--- src/rtl/ifetch_queue.sv ---
// Instruction-fetch front end: PC generation, BTB-based next-PC prediction,
// 1-cycle synchronous ROM access and a small fetch queue towards decode.
module ifetch_queue #(
   parameter int unsigned          ADDR_W   = 32,
   parameter int unsigned          ROM_AW   = 14,
   parameter int unsigned          QDEPTH   = 4,
   parameter int unsigned          BTB_IDX  = 4,
   parameter logic [ADDR_W-1:0]    RESET_PC = '0
) (
   input  logic              clk,
   input  logic              rst,
   input  logic              soft_rst,
   output logic [ROM_AW-1:0] imem_addr,
   input  logic [31:0]       imem_data,
   output logic              out_valid,
   input  logic              out_ready,
   output logic [31:0]       out_inst,
   output logic [ADDR_W-1:0] out_pc,
   output logic [ADDR_W-1:0] out_pred_next,
   output logic              out_pred_taken,
   input  logic              redirect_valid,
   input  logic [ADDR_W-1:0] redirect_pc,
   input  logic              upd_valid,
   input  logic [ADDR_W-1:0] upd_pc,
   input  logic              upd_taken,
   input  logic [ADDR_W-1:0] upd_target
);

   localparam int unsigned QAW   = $clog2(QDEPTH);
   localparam int unsigned CW    = QAW + 1;
   localparam int unsigned BTB_N = 1 << BTB_IDX;
   localparam int unsigned TAG_W = ADDR_W - BTB_IDX - 2;

   // PC and the single outstanding ROM access
   logic [ADDR_W-1:0] pc_q, pc_d;
   logic              infl_q, infl_d;
   logic [ADDR_W-1:0] infl_pc_q, infl_pred_q;
   logic              infl_tk_q;

   // fetch queue storage and pointers
   logic [QDEPTH-1:0][31:0]       q_inst_q;
   logic [QDEPTH-1:0][ADDR_W-1:0] q_pc_q, q_pred_q;
   logic [QDEPTH-1:0]             q_tk_q;
   logic [QAW-1:0]                head_q, head_d, tail_q, tail_d;
   logic [CW-1:0]                 cnt_q, cnt_d;

   // last visible head, shown while the queue is empty
   logic [31:0]       hold_inst_q;
   logic [ADDR_W-1:0] hold_pc_q, hold_pred_q;
   logic              hold_tk_q;

   // branch target buffer
   logic [BTB_N-1:0]              btb_vld_q;
   logic [BTB_N-1:0][TAG_W-1:0]   btb_tag_q;
   logic [BTB_N-1:0][ADDR_W-1:0]  btb_tgt_q;
   logic [BTB_N-1:0][1:0]         btb_ctr_q;

   logic [BTB_IDX-1:0] lk_idx, u_idx;
   logic [TAG_W-1:0]   lk_tag, u_tag;
   logic               lk_hit, u_hit;
   logic [ADDR_W-1:0]  pred_pc;
   logic [CW-1:0]      occ;
   logic               flush, issue, push, pop;
   logic               unused_bits;

   assign unused_bits = ^{redirect_pc[1:0], upd_pc[1:0]};

   // prediction for the PC being issued; lookup sees the BTB before this cycle's update
   assign lk_idx  = pc_q[BTB_IDX+1:2];
   assign lk_tag  = pc_q[ADDR_W-1:BTB_IDX+2];
   assign lk_hit  = btb_vld_q[lk_idx] && (btb_tag_q[lk_idx] == lk_tag) && btb_ctr_q[lk_idx][1];
   assign pred_pc = lk_hit ? btb_tgt_q[lk_idx] : pc_q + ADDR_W'(4);

   assign u_idx = upd_pc[BTB_IDX+1:2];
   assign u_tag = upd_pc[ADDR_W-1:BTB_IDX+2];
   assign u_hit = btb_vld_q[u_idx] && (btb_tag_q[u_idx] == u_tag);

   // issue only when the returning word is guaranteed a queue slot
   assign flush = soft_rst || redirect_valid;
   assign occ   = cnt_q + CW'(infl_q);
   assign issue = !flush && (occ < CW'(QDEPTH));
   assign push  = infl_q && !flush;
   assign pop   = (cnt_q != '0) && out_ready && !flush;

   assign imem_addr      = pc_q[ROM_AW+1:2];
   assign out_valid      = (cnt_q != '0);
   assign out_inst       = out_valid ? q_inst_q[head_q] : hold_inst_q;
   assign out_pc         = out_valid ? q_pc_q[head_q]   : hold_pc_q;
   assign out_pred_next  = out_valid ? q_pred_q[head_q] : hold_pred_q;
   assign out_pred_taken = out_valid ? q_tk_q[head_q]   : hold_tk_q;

   // next PC, in-flight flag and queue pointers
   always_comb begin
      pc_d   = pc_q;
      infl_d = issue;
      head_d = head_q;
      tail_d = tail_q;
      cnt_d  = cnt_q;
      if (soft_rst) begin
         pc_d   = RESET_PC;
         head_d = '0;
         tail_d = '0;
         cnt_d  = '0;
      end else if (redirect_valid) begin
         pc_d   = {redirect_pc[ADDR_W-1:2], 2'b00};
         head_d = '0;
         tail_d = '0;
         cnt_d  = '0;
      end else begin
         if (issue) pc_d = pred_pc;
         if (push)  tail_d = tail_q + QAW'(1);
         if (pop)   head_d = head_q + QAW'(1);
         cnt_d = cnt_q + CW'(push) - CW'(pop);
      end
   end

   // PC and in-flight tracking registers
   always_ff @(posedge clk or negedge rst) begin
      if (!rst) begin
         pc_q        <= RESET_PC;
         infl_q      <= 1'b0;
         infl_pc_q   <= '0;
         infl_pred_q <= '0;
         infl_tk_q   <= 1'b0;
      end else begin
         pc_q   <= pc_d;
         infl_q <= infl_d;
         if (issue) begin
            infl_pc_q   <= pc_q;
            infl_pred_q <= pred_pc;
            infl_tk_q   <= lk_hit;
         end
      end
   end

   // queue storage, pointers and the empty-queue hold registers
   always_ff @(posedge clk or negedge rst) begin
      if (!rst) begin
         q_inst_q    <= '0;
         q_pc_q      <= '0;
         q_pred_q    <= '0;
         q_tk_q      <= '0;
         head_q      <= '0;
         tail_q      <= '0;
         cnt_q       <= '0;
         hold_inst_q <= '0;
         hold_pc_q   <= '0;
         hold_pred_q <= '0;
         hold_tk_q   <= 1'b0;
      end else begin
         head_q <= head_d;
         tail_q <= tail_d;
         cnt_q  <= cnt_d;
         if (soft_rst) begin
            hold_inst_q <= '0;
            hold_pc_q   <= '0;
            hold_pred_q <= '0;
            hold_tk_q   <= 1'b0;
         end else if (out_valid) begin
            hold_inst_q <= q_inst_q[head_q];
            hold_pc_q   <= q_pc_q[head_q];
            hold_pred_q <= q_pred_q[head_q];
            hold_tk_q   <= q_tk_q[head_q];
         end
         if (push) begin
            q_inst_q[tail_q] <= imem_data;
            q_pc_q[tail_q]   <= infl_pc_q;
            q_pred_q[tail_q] <= infl_pred_q;
            q_tk_q[tail_q]   <= infl_tk_q;
         end
      end
   end

   // BTB training from execute; survives soft restart
   always_ff @(posedge clk or negedge rst) begin
      if (!rst) begin
         btb_vld_q <= '0;
         btb_tag_q <= '0;
         btb_tgt_q <= '0;
         btb_ctr_q <= '0;
      end else if (upd_valid) begin
         if (u_hit) begin
            if (upd_taken) begin
               if (btb_ctr_q[u_idx] != 2'd3) btb_ctr_q[u_idx] <= btb_ctr_q[u_idx] + 2'd1;
               btb_tgt_q[u_idx] <= upd_target;
            end else if (btb_ctr_q[u_idx] != 2'd0) begin
               btb_ctr_q[u_idx] <= btb_ctr_q[u_idx] - 2'd1;
            end
         end else if (upd_taken) begin
            btb_vld_q[u_idx] <= 1'b1;
            btb_tag_q[u_idx] <= u_tag;
            btb_tgt_q[u_idx] <= upd_target;
            btb_ctr_q[u_idx] <= 2'd2;
         end
      end
   end

endmodule
--- config.mk ---
export PLATFORM = sky130hd
export DESIGN_NAME = ifetch_queue
export DESIGN_NICKNAME = d
export VERILOG_FILES = /design/src/rtl/ifetch_queue.sv
export SDC_FILE = /design/constraint.sdc
export NUM_CORES = 2
export LEC_CHECK = 0
export ABC_AREA = 1
export BUFFER_PORTS_ARGS = -buffer_cell sky130_fd_sc_hd__buf_2
export CORE_ASPECT_RATIO = 1.2
export CORE_MARGIN = 8
export CORE_UTILIZATION = 63
export CTS_CLUSTER_SIZE = 10
export DETAILED_ROUTE_END_ITERATION = 7
export HOLD_SLACK_MARGIN = 0.02
export PLACE_DENSITY_LB_ADDON = 0.25
export SLEW_MARGIN = 0
export SYNTH_ARGS = -nofsm -noshare
export SYNTH_HDL_FRONTEND = slang
export SYNTH_SLANG_ARGS = --single-unit
--- constraint.sdc ---
create_clock -name clk -period 3.5 [get_ports clk]
set_input_delay 0.175 -clock clk [delete_from_list [all_inputs] [get_ports clk]]
set_output_delay 0.175 -clock clk [all_outputs]
set_load 0.005 [all_outputs]
==> impl_metrics.ini <==
[outcome]
status = finished, violations left
violations = design-rule violations, negative hold slack

[route]
drt-initial-drc-count = 9299
vias_per_cell = 6.209
detail-route-antenna-nets = 0
routedWlPerCell_um = 21.02
wl_um = 242100
first_pass_iters = 8
vias = 71490
drc = 2

[global_routing]
first_global_vias = 69000
grt_max_degree = 225
gr-total-overflow = 0
grt_pass1_wl_um = 380300
antenna_found_initial = 2
grt_use_total_pct = 35.97

[sta]
fmax_ghz = 0.2933
slew_headroom_pct = 23.06
finClkSkew_ps = 37.16
period_share_pct = 97.41
finalSetupViolCount = 0
hold_violations = 1
slew_viol_final = 0
worst_hold_slack_ps = -2.719
tightest_slew_ps = 1154
min_period_ps = 3409
fin_ws_ps = 90.65

[setup_path]
rrSetupSlack_ps = 90
regToRegEndpoint = pc_q[12]$_DFFE_PN0P_
crit_arrival_ps = 4100
crit_path_max_incr_delay_ps = 560
worstPathRequired_ps = 4190
worst_setup_path_end_kind = flip-flop
critPathKind = reg -> reg
startpoint_type = flip-flop
cp_cell_sequence = buf_12, buf_4, nor2_1, nor2_1, o21ai_0, o21ai_0, nand2_1, nand2_1, inv_1, nand2_1, nand2_1, nand2_1, nand2_1, nor2_1, nand3_4, buf_4, o21bai_1, nand3_1, nand2_1, nand2_1
r2r_cells = 20
reg2reg_from = pc_q[2]$_DFFE_PN0P_
cpMaxStageDelayCell = dfrtp_4
cpMostUsedCell = nand2_1
worst-path-max-fanout = 18

[clock_network]
cts_made_buffers = 177
insertion_delay_ps = 820
cts.sinks = 1566
h-tree-depth = 4
cts_buffer_depth = 3
cts_root_buf = clkbuf_16
cts.clk_slew.worst_paths_ps = 60
cts_tree = yes

[yosys]
synthDistinctLibCells = 43
ys_top_cells_by_area = dfrtp_1, nand2_1, o21ai_0
synth_mux_area_share_pct = 0
post_synth_xor_area_fraction_pct = 0.2776
synth_fa_ha_area_share_pct = 0.1752
syn-mean-instance-area_um2 = 7.670
synth_area_um2 = 75710
synth-compound-area-share_pct = 18.12
synthCells = 9871
synth_nets = 10020
synth.top_cell.area_share_pct = 51.76
synth_top_family_by_area = simple AND/OR/NAND/NOR gates
synth_largest_area_cell = dfrtp_1
ys_ff_latch = 1566
synth-seq-area-share_pct = 51.76
ys_warn_count = 0
yosys.area_share.simple_pct = 23.25

[layout]
layout_commonest_cell = nand2_1
fillers = 9117
layout_common_cells = nand2_1, o21ai_0, dfrtp_1
fin_util_pct = 71.22
fin_nets = 10070
stdcell_count = 11520
synthToLayoutAreaGrowth_pct = 12.39
drive_above_1_share_pct = 7.912

[pwr]
pwr-share-comb_pct = 16.7
vdd.ir_drop.worst_mv = 0.4885
p_int_w = 0.03271
seq_power_share_pct = 47.8
p_clk_share_pct = 35.6
p_per_area_nw_per_um2 = 546.3
power.switching_w = 0.01377
power.static_leakage_nw = 41.70
swShare_pct = 29.62

[die]
num_rows = 139
die_x_um = 332.5
core_um2 = 119500
dieArea_um2 = 131600
start_util_pct = 63.37
dieHeight_um = 395.8
io_pins = 247

[job]
cap_violations = 0

[hold_path]
holdCritPathClass = in -> async

[place]
pre_cts_slack_ps = 156.7
dp_hpwl_um = 145500
portBuffers = 242
gp_congestion = 0.9670
post-place-cells = 11160
-- cell usage after synthesis (all sizes together) --
cell type  number
a21oi         188
a221oi          2
a22o            1
a22oi          16
a31oi           2
and3            1
buf           219
clkbuf        531
clkinv          5
dfrtp        1566
fa              1
ha              9
inv           414
nand2        3224
nand3         291
nand3b          1
nand4          50
nor2          887
nor3           21
nor4            5
o211ai         66
o21a            1
o21ai        2134
o21bai         13
o221ai         44
o22ai         152
or2             3
xnor2           2
xor2           22
-- worst max-delay path, delay by kind of cell, from the launching register on --
kind / cells / cell delay (ps)
buf+inv: 4 / 740
flops: 1 / 560
simple gates: 13 / 1560
compound gates: 3 / 400
-- sequential cells by signal (all words and copies together), names as in the netlist, 128 cells and up --
signal     count
btb_tag_q    416
btb_tgt_q    512
q_inst_q     128
q_pc_q       128
q_pred_q     128
-- power by group through the flow --
stage | combinational (W) | clock (W) | sequential [W]
finish | 0.00774 | 0.0165 | 0.0222
global route | 0.00874 | 0.0173 | 0.0225
CTS | 0.00760 | 0.0166 | 0.0221
detailed placement | 0.00740 | 0 | 0.0224
global placement | 0.00714 | 0 | 0.0223
floorplan | 0.00501 | 0 | 0.0220
-- layer usage --
metal | global-route usage, % | part of all wire, %
met2 | 55.78 | 45
met3 | 7.856 | 11
met1 | 47.65 | 38
met5 | 0 | 0
met4 | 19.01 | 5.6
-- per-stage QoR --
step / cell area [um2] / power, W / TNS (ps)
after floorplan: 75710 / 0.02701 / 0
after global placement: 78810 / 0.02943 / 0
after detailed placement: 78810 / 0.02982 / 0
after CTS: 85010 / 0.04638 / 0
after global routing: 85080 / 0.04854 / -6.295
final: 85090 / 0.04648 / 0
-- layout make-up --
type                    count  area (um2)  share of cell area, %
diodes                      4       10.01                0.01176
multi-input cells        7136       31800                  37.38
clock inverters            13       244.0                 0.2867
repair buffers            621        5624                  6.610
inverters                 419        1597                  1.876
flip-flops and latches   1566       39200                  46.07
clock buffers             205        4669                  5.488
well taps                1551        1941                  2.281
-- logic make-up after synthesis --
family	after synthesis
buf+inv	1169
xor+xnor	24
compound gates	2619
flops	1566
fa+ha+maj	10
simple gates	4483
-- worst max path at each step --
stage | startpoint | to | slack [ps] | cells past startpoint
after floorplan | upd_pc[3] | btb_ctr_q[24]$_DFFE_PN0P_ | 900 | 16
after CTS | pc_q[2]$_DFFE_PN0P_ | pc_q[12]$_DFFE_PN0P_ | 110 | 20
after global placement | upd_pc[3] | btb_ctr_q[11]$_DFFE_PN0P_ | 180 | 19
final | pc_q[2]$_DFFE_PN0P_ | pc_q[12]$_DFFE_PN0P_ | 90 | 20
after global routing | pc_q[2]$_DFFE_PN0P_ | pc_q[10]$_DFFE_PN0P_ | -5 | 19
after detailed placement | upd_pc[3] | btb_ctr_q[18]$_DFFE_PN0P_ | 160 | 19
-- what timing repair did --
action | 4_1_cts | 5_1_grt
hold buffers | 129 | 0
endpoints found under the hold margin | 1505 | 0
setup endpoints to repair | 0 | 46
buffers inserted | 0 | 0
gates resized for setup | 0 | 12
Note: power is estimated with default switching activity, not from simulation.
